## src/rtl/line_plotter.sv

```systemverilog
// Bresenham line generator: walks every pixel from (x0,y0) to (x1,y1) in any octant
// and presents it on the frame-buffer write port, stalling while wr_ready is low.
module line_plotter #(
    parameter int COORD_W = 8,
    parameter int RGB_W   = 12
) (
    input  logic               clk,
    input  logic               rst_n,
    input  logic               start,
    input  logic [COORD_W-1:0] x0,
    input  logic [COORD_W-1:0] y0,
    input  logic [COORD_W-1:0] x1,
    input  logic [COORD_W-1:0] y1,
    input  logic [RGB_W-1:0]   color,
    input  logic               wr_ready,
    output logic [COORD_W-1:0] X_loc,
    output logic [COORD_W-1:0] Y_loc,
    output logic               WR_en,
    output logic [RGB_W-1:0]   RGB,
    output logic               busy,
    output logic               done
);

    typedef enum logic [1:0] {S_IDLE, S_SETUP, S_DRAW, S_DONE} state_t;

    state_t                    state_q, state_d;
    logic [COORD_W-1:0]        x0_q, x0_d, y0_q, y0_d, x1_q, x1_d, y1_q, y1_d;
    logic [RGB_W-1:0]          col_q, col_d, rgb_q, rgb_d;
    logic [COORD_W-1:0]        x_q, x_d, y_q, y_d;
    logic signed [COORD_W:0]   dx_q, dx_d, dy_q, dy_d;
    logic                      sxn_q, sxn_d, syn_q, syn_d;
    logic signed [COORD_W+1:0] err_q, err_d;

    logic [COORD_W-1:0]        adx, ady;
    logic signed [COORD_W:0]   dx_s, dy_s;
    logic signed [COORD_W+2:0] e2, dx_w, dy_w;
    logic signed [COORD_W+1:0] inc_x, inc_y;
    logic                      step_x, step_y, at_end;

    // Setup-time magnitudes; dy is kept negative so both error tests are plain compares.
    always_comb begin
        adx  = (x1_q >= x0_q) ? (x1_q - x0_q) : (x0_q - x1_q);
        ady  = (y1_q >= y0_q) ? (y1_q - y0_q) : (y0_q - y1_q);
        dx_s = {1'b0, adx};
        dy_s = -$signed({1'b0, ady});
    end

    always_comb begin
        e2     = {err_q, 1'b0};
        dx_w   = {{2{dx_q[COORD_W]}}, dx_q};
        dy_w   = {{2{dy_q[COORD_W]}}, dy_q};
        step_x = (e2 >= dy_w);
        step_y = (e2 <= dx_w);
        inc_x  = step_x ? {dy_q[COORD_W], dy_q} : '0;
        inc_y  = step_y ? {dx_q[COORD_W], dx_q} : '0;
        at_end = (x_q == x1_q) && (y_q == y1_q);
    end

    always_comb begin
        state_d = state_q;
        x0_d    = x0_q;
        y0_d    = y0_q;
        x1_d    = x1_q;
        y1_d    = y1_q;
        col_d   = col_q;
        rgb_d   = rgb_q;
        x_d     = x_q;
        y_d     = y_q;
        dx_d    = dx_q;
        dy_d    = dy_q;
        sxn_d   = sxn_q;
        syn_d   = syn_q;
        err_d   = err_q;
        case (state_q)
            S_IDLE: begin
                if (start) begin
                    x0_d    = x0;
                    y0_d    = y0;
                    x1_d    = x1;
                    y1_d    = y1;
                    col_d   = color;
                    state_d = S_SETUP;
                end
            end
            S_SETUP: begin
                dx_d    = dx_s;
                dy_d    = dy_s;
                sxn_d   = !(x0_q < x1_q);
                syn_d   = !(y0_q < y1_q);
                err_d   = {dx_s[COORD_W], dx_s} + {dy_s[COORD_W], dy_s};
                x_d     = x0_q;
                y_d     = y0_q;
                rgb_d   = col_q;
                state_d = S_DRAW;
            end
            S_DRAW: begin
                // Nothing advances until the frame buffer takes the current pixel.
                if (wr_ready) begin
                    if (at_end) begin
                        state_d = S_DONE;
                    end else begin
                        if (step_x) x_d = sxn_q ? (x_q - 1'b1) : (x_q + 1'b1);
                        if (step_y) y_d = syn_q ? (y_q - 1'b1) : (y_q + 1'b1);
                        err_d = err_q + inc_x + inc_y;
                    end
                end
            end
            S_DONE: begin
                state_d = S_IDLE;
            end
            default: begin
                state_d = S_IDLE;
            end
        endcase
    end

    always_ff @(posedge clk or negedge rst_n) begin
        if (!rst_n) begin
            state_q <= S_IDLE;
            x0_q    <= '0;
            y0_q    <= '0;
            x1_q    <= '0;
            y1_q    <= '0;
            col_q   <= '0;
            rgb_q   <= '0;
            x_q     <= '0;
            y_q     <= '0;
            dx_q    <= '0;
            dy_q    <= '0;
            sxn_q   <= 1'b0;
            syn_q   <= 1'b0;
            err_q   <= '0;
        end else begin
            state_q <= state_d;
            x0_q    <= x0_d;
            y0_q    <= y0_d;
            x1_q    <= x1_d;
            y1_q    <= y1_d;
            col_q   <= col_d;
            rgb_q   <= rgb_d;
            x_q     <= x_d;
            y_q     <= y_d;
            dx_q    <= dx_d;
            dy_q    <= dy_d;
            sxn_q   <= sxn_d;
            syn_q   <= syn_d;
            err_q   <= err_d;
        end
    end

    assign X_loc = x_q;
    assign Y_loc = y_q;
    assign RGB   = rgb_q;
    assign WR_en = (state_q == S_DRAW);
    assign done  = (state_q == S_DONE);
    assign busy  = (state_q != S_IDLE);

endmodule

```

## config.mk

```make
export PLATFORM = sky130hd
export DESIGN_NAME = line_plotter
export DESIGN_NICKNAME = d
export VERILOG_FILES = /design/src/rtl/line_plotter.sv
export SDC_FILE = /design/constraint.sdc
export NUM_CORES = 1
export LEC_CHECK = 0
export ABC_CLOCK_PERIOD_IN_PS = 13300
export BUFFER_PORTS_ARGS = -buffer_cell sky130_fd_sc_hd__buf_2
export CORE_ASPECT_RATIO = 0.8
export CORE_MARGIN = 2
export CORE_UTILIZATION = 60
export CTS_CLUSTER_DIAMETER = 80
export DETAILED_ROUTE_END_ITERATION = 16
export GPL_ROUTABILITY_DRIVEN = 0
export PLACE_DENSITY = 0.81
export SYNTH_ARGS = -nofsm -noshare
export SYNTH_HDL_FRONTEND = slang
export SYNTH_SLANG_ARGS = --single-unit
```

## constraint.sdc

```tcl
create_clock -name clk -period 13.3 [get_ports clk]
set_clock_uncertainty 0.15 [all_clocks]
set_input_delay 2.66 -clock clk [delete_from_list [all_inputs] [get_ports clk]]
set_output_delay 2.66 -clock clk [all_outputs]
set_load 0.005 [all_outputs]
```

# Yosys cells after proc, flatten, opt, wreduce, memory -nomap -nowiden
# Cells that the tools add are included.
[word_totals]
wordCells = 75
regBits = 103
[op_classes]
add_sub_neg = 12
magnitude_cmp = 6
eq_ne = 11
muxes = 21
n_reduce_logical = 11
[ops]
columns = ["op", "n"]
rows = [
  ["8-bit two-way mux", 11],
  ["8-bit one-hot mux with 2 select lines", 2],
  ["8-bit subtractor", 4],
  ["10-bit two-way mux", 3],
  ["10-bit one-hot mux with 2 select lines", 1],
  ["8-bit by 1-bit adder with 8-bit output (second input constant)", 2],
  ["8-bit == test", 2],
  ["8-bit greater-or-equal comparator", 2],
  ["8-bit less-than comparator", 2],
  ["8-bit by 1-bit subtractor with 8-bit output (second input constant)", 2],
  ["11-bit by 9-bit greater-or-equal comparator with 1-bit output", 1],
  ["11-bit by 9-bit <= comparator with 1-bit output", 1],
  ["10-bit adder", 1],
  ["10-bit by 9-bit adder with 10-bit output", 1],
  ["9-bit by 9-bit adder with 10-bit output", 1],
  ["8-bit negator with 9-bit output", 1],
  ["2-bit one-hot mux with 4 select lines", 1],
  ["4-bit AND reduction", 2],
  ["2-bit two-way mux", 3],
  ["2-bit by 1-bit != test with 1-bit output (second input constant)", 3],
  ["2-bit != test (second input constant)", 3],
  ["3-bit AND reduction", 2],
  ["2-bit == test (second input constant)", 2],
  ["2-bit nonzero test", 2],
  ["5 further kinds", 6],
]

# Longest topological paths before layout
# Gate-level depths: netlist (run 1).
[logic_depth]
ltp_word = 7
ltp_mapped = 23
mapped_depth_nobuf = 23

# Worst setup path before layout (run 1)
# OpenSTA, ideal clock, no wires.
[synth_path]
path_kind = "reg-to-reg"
startpoint = "reg dy_q[8]"
endpoint = "reg err_q[9]"
stages_incl_launch_ff = 20
slack_ns = 8.948
t_arrival_ns = 4.076
period_less_slack_ns = 4.352
path_cell_list = "dfrtp_1 > inv_1 > ha_1 > a21o_1 > a2111oi_0 > nand3_1 > and3_1 > fa_1 > ha_1 > inv_1 > fa_1 > nor2b_1 > o21ai_0 > a21oi_1 > o21ai_0 > nand2b_1 > a21oi_1 > xnor2_1 > mux2_2 > a221o_1"
[synth_between]
elab_chain_len = 7
[synth_lines]
columns = ["element", "line_no", "text"]
rows = [
  ["from (decl)", "30", "logic signed [COORD_W:0] dx_q, dx_d, dy_q, dy_d;"],
  ["from (signal assigned)", "144", "dy_q <= dy_d;"],
  ["11-bit by 9-bit greater-or-equal comparator with 1-bit output", "52", "step_x = (e2 >= dy_w);"],
  ["10-bit two-way mux *", "54", "inc_x = step_x ? {dy_q[COORD_W], dy_q} : '0;"],
  ["10-bit adder *", "104", "err_d = err_q + inc_x + inc_y;"],
  ["10-bit by 9-bit adder with 10-bit output *", "104", ""],
  ["10-bit two-way mux *", "99", "if (at_end) begin"],
  ["10-bit two-way mux *", "98", "if (wr_ready) begin"],
  ["10-bit one-hot mux with 2 select lines *", "74", "case (state_q)"],
  ["to (signal assigned)", "147", "err_q <= err_d;"],
  ["to (decl)", "32", "logic signed [COORD_W+1:0] err_q, err_d;"],
]
# Mark *: on every way between the ends. The rest lies on a longest branch, timed or not. The select of a mux whose other input is x is not followed.
# A chain may end at the register's enable or synchronous reset.

# Worst setup path in the final report (run 1)
# Ends and elaborated chain as after synthesis.

==> results of run 1 <==
[Yosys cell counts, drive strengths merged, types with 11 or more instances]
master,n
dfrtp,103
ha,84
inv,80
mux2,68
a21oi,59
xnor2,44
o21ai,43
nand2,41
nor2,41
mux2i,19
nor2b,18
fa,16
clkbuf,15
nand3,14
a21o,13
and2,12
xor2,11
[critical path: stages (launching register included)]
cell	delay, ps
dfrtp_1	380
inv_1	90
ha_1	320
a21o_1	160
a2111oi_0	540
nand3_1	390
and3_1	330
fa_1	510
ha_1	170
inv_1	50
fa_1	410
nor2b_1	160
o21ai_0	130
a21oi_1	170
o21ai_0	120
nand2b_1	90
a21oi_1	70
xnor2_1	170
mux2_2	350
a221o_1	300
[flip-flops by register name, summed over array words and instances, names as in the netlist]
name     flops
dx_q         8
RGB         12
state_q      2
x0_q         8
err_q       10
y1_q         8
y0_q         8
syn_q        1
Y_loc        8
X_loc        8
col_q       12
sxn_q        1
x1_q         8
dy_q         9
[final timing paths]
path                          start       end  slack [ps]  cells after the start
setup / recovery            dy_q[8]  err_q[9]        8120                     19
hold / removal             col_q[3]  col_q[3]         350                      1
setup reg to reg            dy_q[8]  err_q[9]        8120                     19
hold reg to reg            col_q[3]  col_q[3]         350                      1
max in group asynchronous     rst_n   dy_q[4]        9690                      2
min in group asynchronous     rst_n  X_loc[7]        2100                      1
[routing by layer]
metal | share of wire | track usage
met3 | 0.065 | 0.06554
met2 | 0.48 | 0.4577
met5 | 0 | 0
met4 | 0.025 | 0.1068
met1 | 0.43 | 0.3701
[stage by stage]
| stage | instance area [sq um] | hold slack (ps) | setup slack (ps) | cells | utilization |
|---|---|---|---|---|---|
| after floorplan | 7646 | 323.6 | 8948 | 768 | - |
| after global placement | 8180 | 330.4 | 8489 | 1003 | 0.6652 |
| after detailed placement | 8180 | 337.6 | 8288 | 1003 | 0.6652 |
| after CTS | 8491 | 356.6 | 8195 | 1019 | 0.6905 |
| after global routing | 8491 | 374.9 | 7891 | 1019 | 0.6905 |
| final | 8491 | 354.1 | 8119 | 1019 | 0.6905 |
[cell type report]
| cell class | instances | area (sq um) | area share |
|---|---|---|---|
| Multi-Input combinational cell | 566 | 4658 | 0.5486 |
| Sequential cell | 103 | 2577 | 0.3036 |
| Timing Repair Buffer | 83 | 430.4 | 0.05069 |
| Inverter | 80 | 300.3 | 0.03537 |
| Clock buffer | 9 | 225.2 | 0.02653 |
| Tap cell | 171 | 214.0 | 0.02520 |
| Clock inverter | 7 | 85.08 | 0.01002 |
[kinds of logic (layout without fill, tap and decap cells)]
family	Yosys count	after routing	synth area share
adder cells (fa/ha/maj)	100	100	0.1793
multiplexers	87	87	0.1250
XOR/XNOR	55	55	0.06496
AND/OR/NAND/NOR	169	169	0.1139
AO/OA/AOI/OAI	155	155	0.1257
buffers and inverters	99	179	0.05400
flip-flops	103	103	0.3371
==> run summary, run 1 <==
The run finished with clean final reports. The antenna cell count came out at 0. The floorplan row count was 36; the shortest clock period the worst path allows after layout was 5181 ps. Using the TritonRoute via totals, the vias-per-cell ratio works out to 5.849.

The H-tree generated during clock tree synthesis spans 3 levels. STA classifies the critical path endpoint as a flop. The count of mapped cells out of synthesis was 768; the effective utilization at floorplan was 0.6218. The number of register bits inferred by synthesis was 103; the total CTS buffers was 9. The logs give 0 for the count of hold buffers inserted by post-cts repair and 13,410 ps for the required time at the endpoint of the critical path. Input and output buffers added on the ports amount to 78.

Post-CTS repair changed the size of 0 cells. Floorplan die height: 105.0 um. Each instance of the synthesized netlist takes up on average 9.956 sq um. The tools report the starting DRC count in detailed routing as 357. For the total congestion overflow after global routing, the log shows 0. The share of the clock period used by the worst path after layout was 0.3895.

The arrival time of the worst setup path is 5290 ps, and the top-area cell type share of the netlist area is 0.3371. Yosys mapped the design onto 56 distinct sky130hd cell types. The maximum fanout along the worst path came out at 9.

The run gives 0.2458 as the worst slew margin relative to its limit. The core area was 12,300 sq um; the max-slew violation count was 0. Post-CTS setup buffer count: 0.

The clock drives 103 sinks. The cell type contributing the most total cell area after synthesis was dfrtp_1. The HPWL after detailed placement is 13.38 mm. The critical path in this run is classified as flop to flop.

The tools report the number of max-cap violations as 0. The I/O pin total was 79; the summed negative setup slack over all endpoints was 0 ps. By area the synthesized netlist is led by dfrtp_1, ha_1, mux2_2, xnor2_1, fa_1. The floorplan step set the die width to 130.2 um. TritonCTS built the clock tree. The area growth from synthesis to final layout works out to 11.05%. The tools report the launching element type of the critical path as a flop.

The wire length per cell was 17.80 um; the overall routed net length was 18.14 mm. The logs give 0 for the post-detailed-route count of antenna-violating nets and 7646 sq um for the summed instance area of the synthesized netlist. At the pin with the least slew margin, the transition time is 1127 ps. The sequential element share of the synthesized area was 0.3371. The die covers 13,670 sq um.

The predominant post-synthesis flop cell is dfrtp_1. The total count of hold-check failures in the final report is 0, and the final-layout fill cell count is 938. Global-route usage over all layers: 0.2834. The number of nets in the synthesized netlist is 916. The final count of negative-setup-slack endpoints came out at 0. Maximum operating frequency: 193.0 MHz.

The tools report the number of antenna violations at the first check in global routing as 0. Buffer levels on the longest clock path: 2. The run gives 0 as the final routed DRC violation total.

Across all layers, the routed design uses 5,960 vias. For this run, the number of Yosys warnings is 0. The first global-routing pass estimated 30.29 mm of wire. The share of cells above drive strength 1 was 0.2182; the pin count of the biggest net entering global routing was 66. Setup repair after global routing left no endpoint under its margin. The library cells used most frequently in the layout, excluding fill and tap cells, are dfrtp_1, ha_1, inv_1, buf_2, mux2_2. The master cell of the clock root buffer was clkbuf_16. Leaving out fill and tap cells, the most frequent cell in the layout is dfrtp_1. The clock-pin transition on the worst setup and hold timing paths was 80 ps.

The proportion of synthesized flip-flops having asynchronous set or reset came out at 1.000. In this run, synthesis inferred 0 flip-flops with an integrated enable. The via count of the first global-routing pass came out at 6,228.

The clock latency on the worst-skew pair was 370 ps; the first-pass iteration count of the detailed router was 6. The class of the tightest hold or removal check is flop to flop. At the end of the flow, the number of nets in the layout was 991.
Power of run 1 is left out: the tool's default activity adds up to more than one toggle a clock period on the data nets, which glitch-free logic cannot reach.
==> run 2, diff against run 1 <==
--- a/config.mk
+++ b/config.mk
@@ -5,7 +5,7 @@
 export SDC_FILE = /design/constraint.sdc
 export NUM_CORES = 1
 export LEC_CHECK = 0
-export ABC_CLOCK_PERIOD_IN_PS = 13300
+export ABC_CLOCK_PERIOD_IN_PS = 5000
 export BUFFER_PORTS_ARGS = -buffer_cell sky130_fd_sc_hd__buf_2
 export CORE_ASPECT_RATIO = 0.8
 export CORE_MARGIN = 2
==> constraint.sdc (replaced) <==
create_clock -name clk -period 5 [get_ports clk]
set_clock_uncertainty 0.15 [all_clocks]
set_input_delay 1 -clock clk [delete_from_list [all_inputs] [get_ports clk]]
set_output_delay 1 -clock clk [all_outputs]
set_load 0.005 [all_outputs]
==> run 2 against run 1 <==
  * First-iteration DRC count up 51%
  * Wire length down 0.49%
  * Die area unchanged
  * Critical path type unchanged
  * Critical endpoint is now err_q[7]
  * Largest cell class unchanged
==> run summary, run 2 (synthesized netlist as in run 1, its figures left out) <==
The required time at the endpoint of the critical path is 5100 ps (-8310 ps), and the core area is 12,300 sq um (unchanged). The first-pass iteration count of the detailed router came out at 5 (-1). Startpoint of the tightest hold check path: col_q[3].

Most used routing layer: met2. The tools report the overall routed net length as 18.05 mm (-0.49%). The tools report the summed negative setup slack over all endpoints as 0 ps (unchanged). Leaving out fill and tap cells, the most frequent cell in the layout is dfrtp_1. Worst hold endpoint: RGB[3]. The top cell types in the final layout, fill and taps aside, are dfrtp_1, ha_1, inv_1, buf_2, mux2_2. The tools report the number of sinks on the clock net as 103 (unchanged).

The post-detailed-route count of antenna-violating nets is 0 (unchanged), and the total CTS buffers is 9 (unchanged). The worst slew margin relative to its limit is 0.2563 (+0.01048), and the worst slack at placement is 47.30 ps (-8240 ps). STA classifies the critical path endpoint as a flop.

The flow ran to the end, and the final reports show no timing, DRC or antenna violations. The worst path setup slack after routing was 197.6 ps (-7922 ps). The endpoint identified for the worst register-to-register timing path is err_q[7].

The maximum fanout along the worst path is 7 (-2). The global-route usage over all layers was 0.2790 (-0.004411); the hold-critical path depth was 1 (unchanged). For the die outline area, the log shows 13,670 sq um (unchanged). The share of the clock period used by the worst path after layout was 0.9605 (+0.5710); the met3 demand-to-capacity share in global routing was 0.05991 (-0.005632). The worst setup path is of the flop to flop kind. The global-route wire length before repair is 29.65 mm (-2.1%). The tools report the floorplan row count as 36 (unchanged). The tools report the finished layout cell area as 8558 sq um (+0.80%).

The worst setup path is launched from a flop. The run gives 4910 ps (-380 ps) as the arrival time of the worst setup path. The post-placement cell area was 8203 sq um (+0.28%); the number of buffers added on ports was 78 (unchanged).

The length in cells of the worst reg-to-reg path was 20 (+1). TritonCTS built the clock tree. The tools report the total congestion overflow after global routing as 0 (unchanged). The logs give 2 (unchanged) for the buffer levels on the longest clock path and 208.2 MHz (+7.9%) for the maximum operating frequency.

The tools report the final-layout fill cell count as 934 (-0.43%). The run gives 13.53 mm (+1.1%) as the total half-perimeter wirelength after legalization and detailed placement. The clock latency on the worst-skew pair is 360 ps (about the same), and the floorplan die height is 105.0 um (unchanged). The logs give 0 (unchanged) for the final routed DRC violation total and 6,118 (-1.8%) for the via count of the first global-routing pass. The run gives 79 (unchanged) as the I/O pin total. The wire length per cell was 17.63 um (-0.97%); the met1 global-route usage was 0.3733 (+0.003266).

The tools report the count of hold buffers inserted by post-cts repair as 0 (unchanged). The final count of negative-setup-slack endpoints is 0 (unchanged). The max-slew violation count is 0 (unchanged). The startpoint identified for the worst register-to-register timing path is y1_q[0].

Number of antenna violations at the first check in global routing: 0 (unchanged). The effective utilization at floorplan is 0.6218 (unchanged). The shortest clock period the worst path allows after layout is 4802 ps (-378.2 ps). The x dimension of the die is 130.2 um (unchanged). The ratio of routed vias to standard cells was 5.814 (-0.59%); the total count of hold-check failures in the final report was 0 (unchanged). The transition time at the pin with the least slew margin came out at 1111 ps (-15.66 ps). The H-tree depth reported by CTS is 3 (unchanged), and the starting DRC count in detailed routing is 538 (+51%). The master cell of the clock root buffer was clkbuf_16. The area growth from synthesis to final layout is 11.93%, and the antenna cell count is 0 (unchanged). Clock-pin transition on the worst setup and hold timing paths: 80 ps (about the same). The run gives 200 ps (-7920 ps) as the register-to-register setup slack. The share of cells above drive strength 1 came out at 0.2309 (+0.01279).

The tools report the number of max-cap violations as 0 (unchanged). The net count of the finished layout is 996 (+0.50%), and the pin count of the biggest net entering global routing is 69 (+4.5%). For the global routing usage on met2, the log shows 0.4555 (-0.002244).

The class of the tightest hold or removal check was flop to flop. The tools report the core utilization of the finished layout as 0.6960 (+0.005495). The via count of the routed design came out at 5,954 (-0.10%).
==> run 2: cell types whose count changed in the layout (fill, tap and decap cells not counted), moves of 2 or more <==
cell / before / now
buf_4: 6 / 10
xor2_2: 0 / 2
xor2_1: 11 / 9
o21ai_0: 41 / 38
inv_8: 1 / 4
o21ai_1: 2 / 5
==> run 2: how the worst max path moves through the flow <==
stage	endpoint	cells past startpoint	slack, ps	from
6_report	err_q[7]	20	200	y1_q[0]
5_1_grt	err_q[7]	20	-2	y1_q[0]
4_1_cts	err_q[9]	21	9	err_q[1]
3_5_place_dp	err_q[9]	21	50	err_q[1]
3_3_place_gp	err_q[9]	19	150	dy_q[8]
2_1_floorplan	err_q[9]	19	650	dy_q[8]
==> run 2: critical path: stages (launching register included) <==
cell      delay [ps]
dfrtp_1          420
inv_1             80
ha_1             180
inv_1             80
fa_1             410
nand3_1          130
nand3_2          100
a221oi_4         340
buf_6            190
mux2i_2          270
ha_2             360
ha_1             290
a21o_1           150
a21oi_1          240
o21bai_1         110
a21oi_1          240
o21bai_1         130
a21oi_2          240
xor2_1           190
o21ai_0           90
mux2_2           310
==> run 2: per-layer routing <==
layer,part of all wire,wire length (um)
met5,0,0
met1,0.44,7860
met3,0.063,1144
met2,0.48,8754
met4,0.016,295
==> run 2: final cells by class <==
class,count,area [sq um],area share
Clock buffer,9,225.2,0.02632
Clock inverter,7,78.83,0.009211
Inverter,80,300.3,0.03509
Multi-Input combinational cell,566,4691,0.5481
Sequential cell,103,2577,0.3012
Tap cell,171,214.0,0.02500
Timing Repair Buffer,88,471.7,0.05512
==> run 2: stage by stage <==
step	hold slack, ps	cells
2_1_floorplan	323.6	768
3_3_place_gp	331.5	1006
3_5_place_dp	337.9	1006
4_1_cts	359.6	1022
5_1_grt	369.8	1024
6_report	357.5	1024
==> run 2: timing repair <==
item / 4_1_cts / 5_1_grt
cloned: 0 / 0
resized for setup: 1 / 11
endpoints found under the setup margin: 1 / 3
buffers inserted: 0 / 2
pin swaps: 0 / 1
Power of run 2 is left out for the same reason.
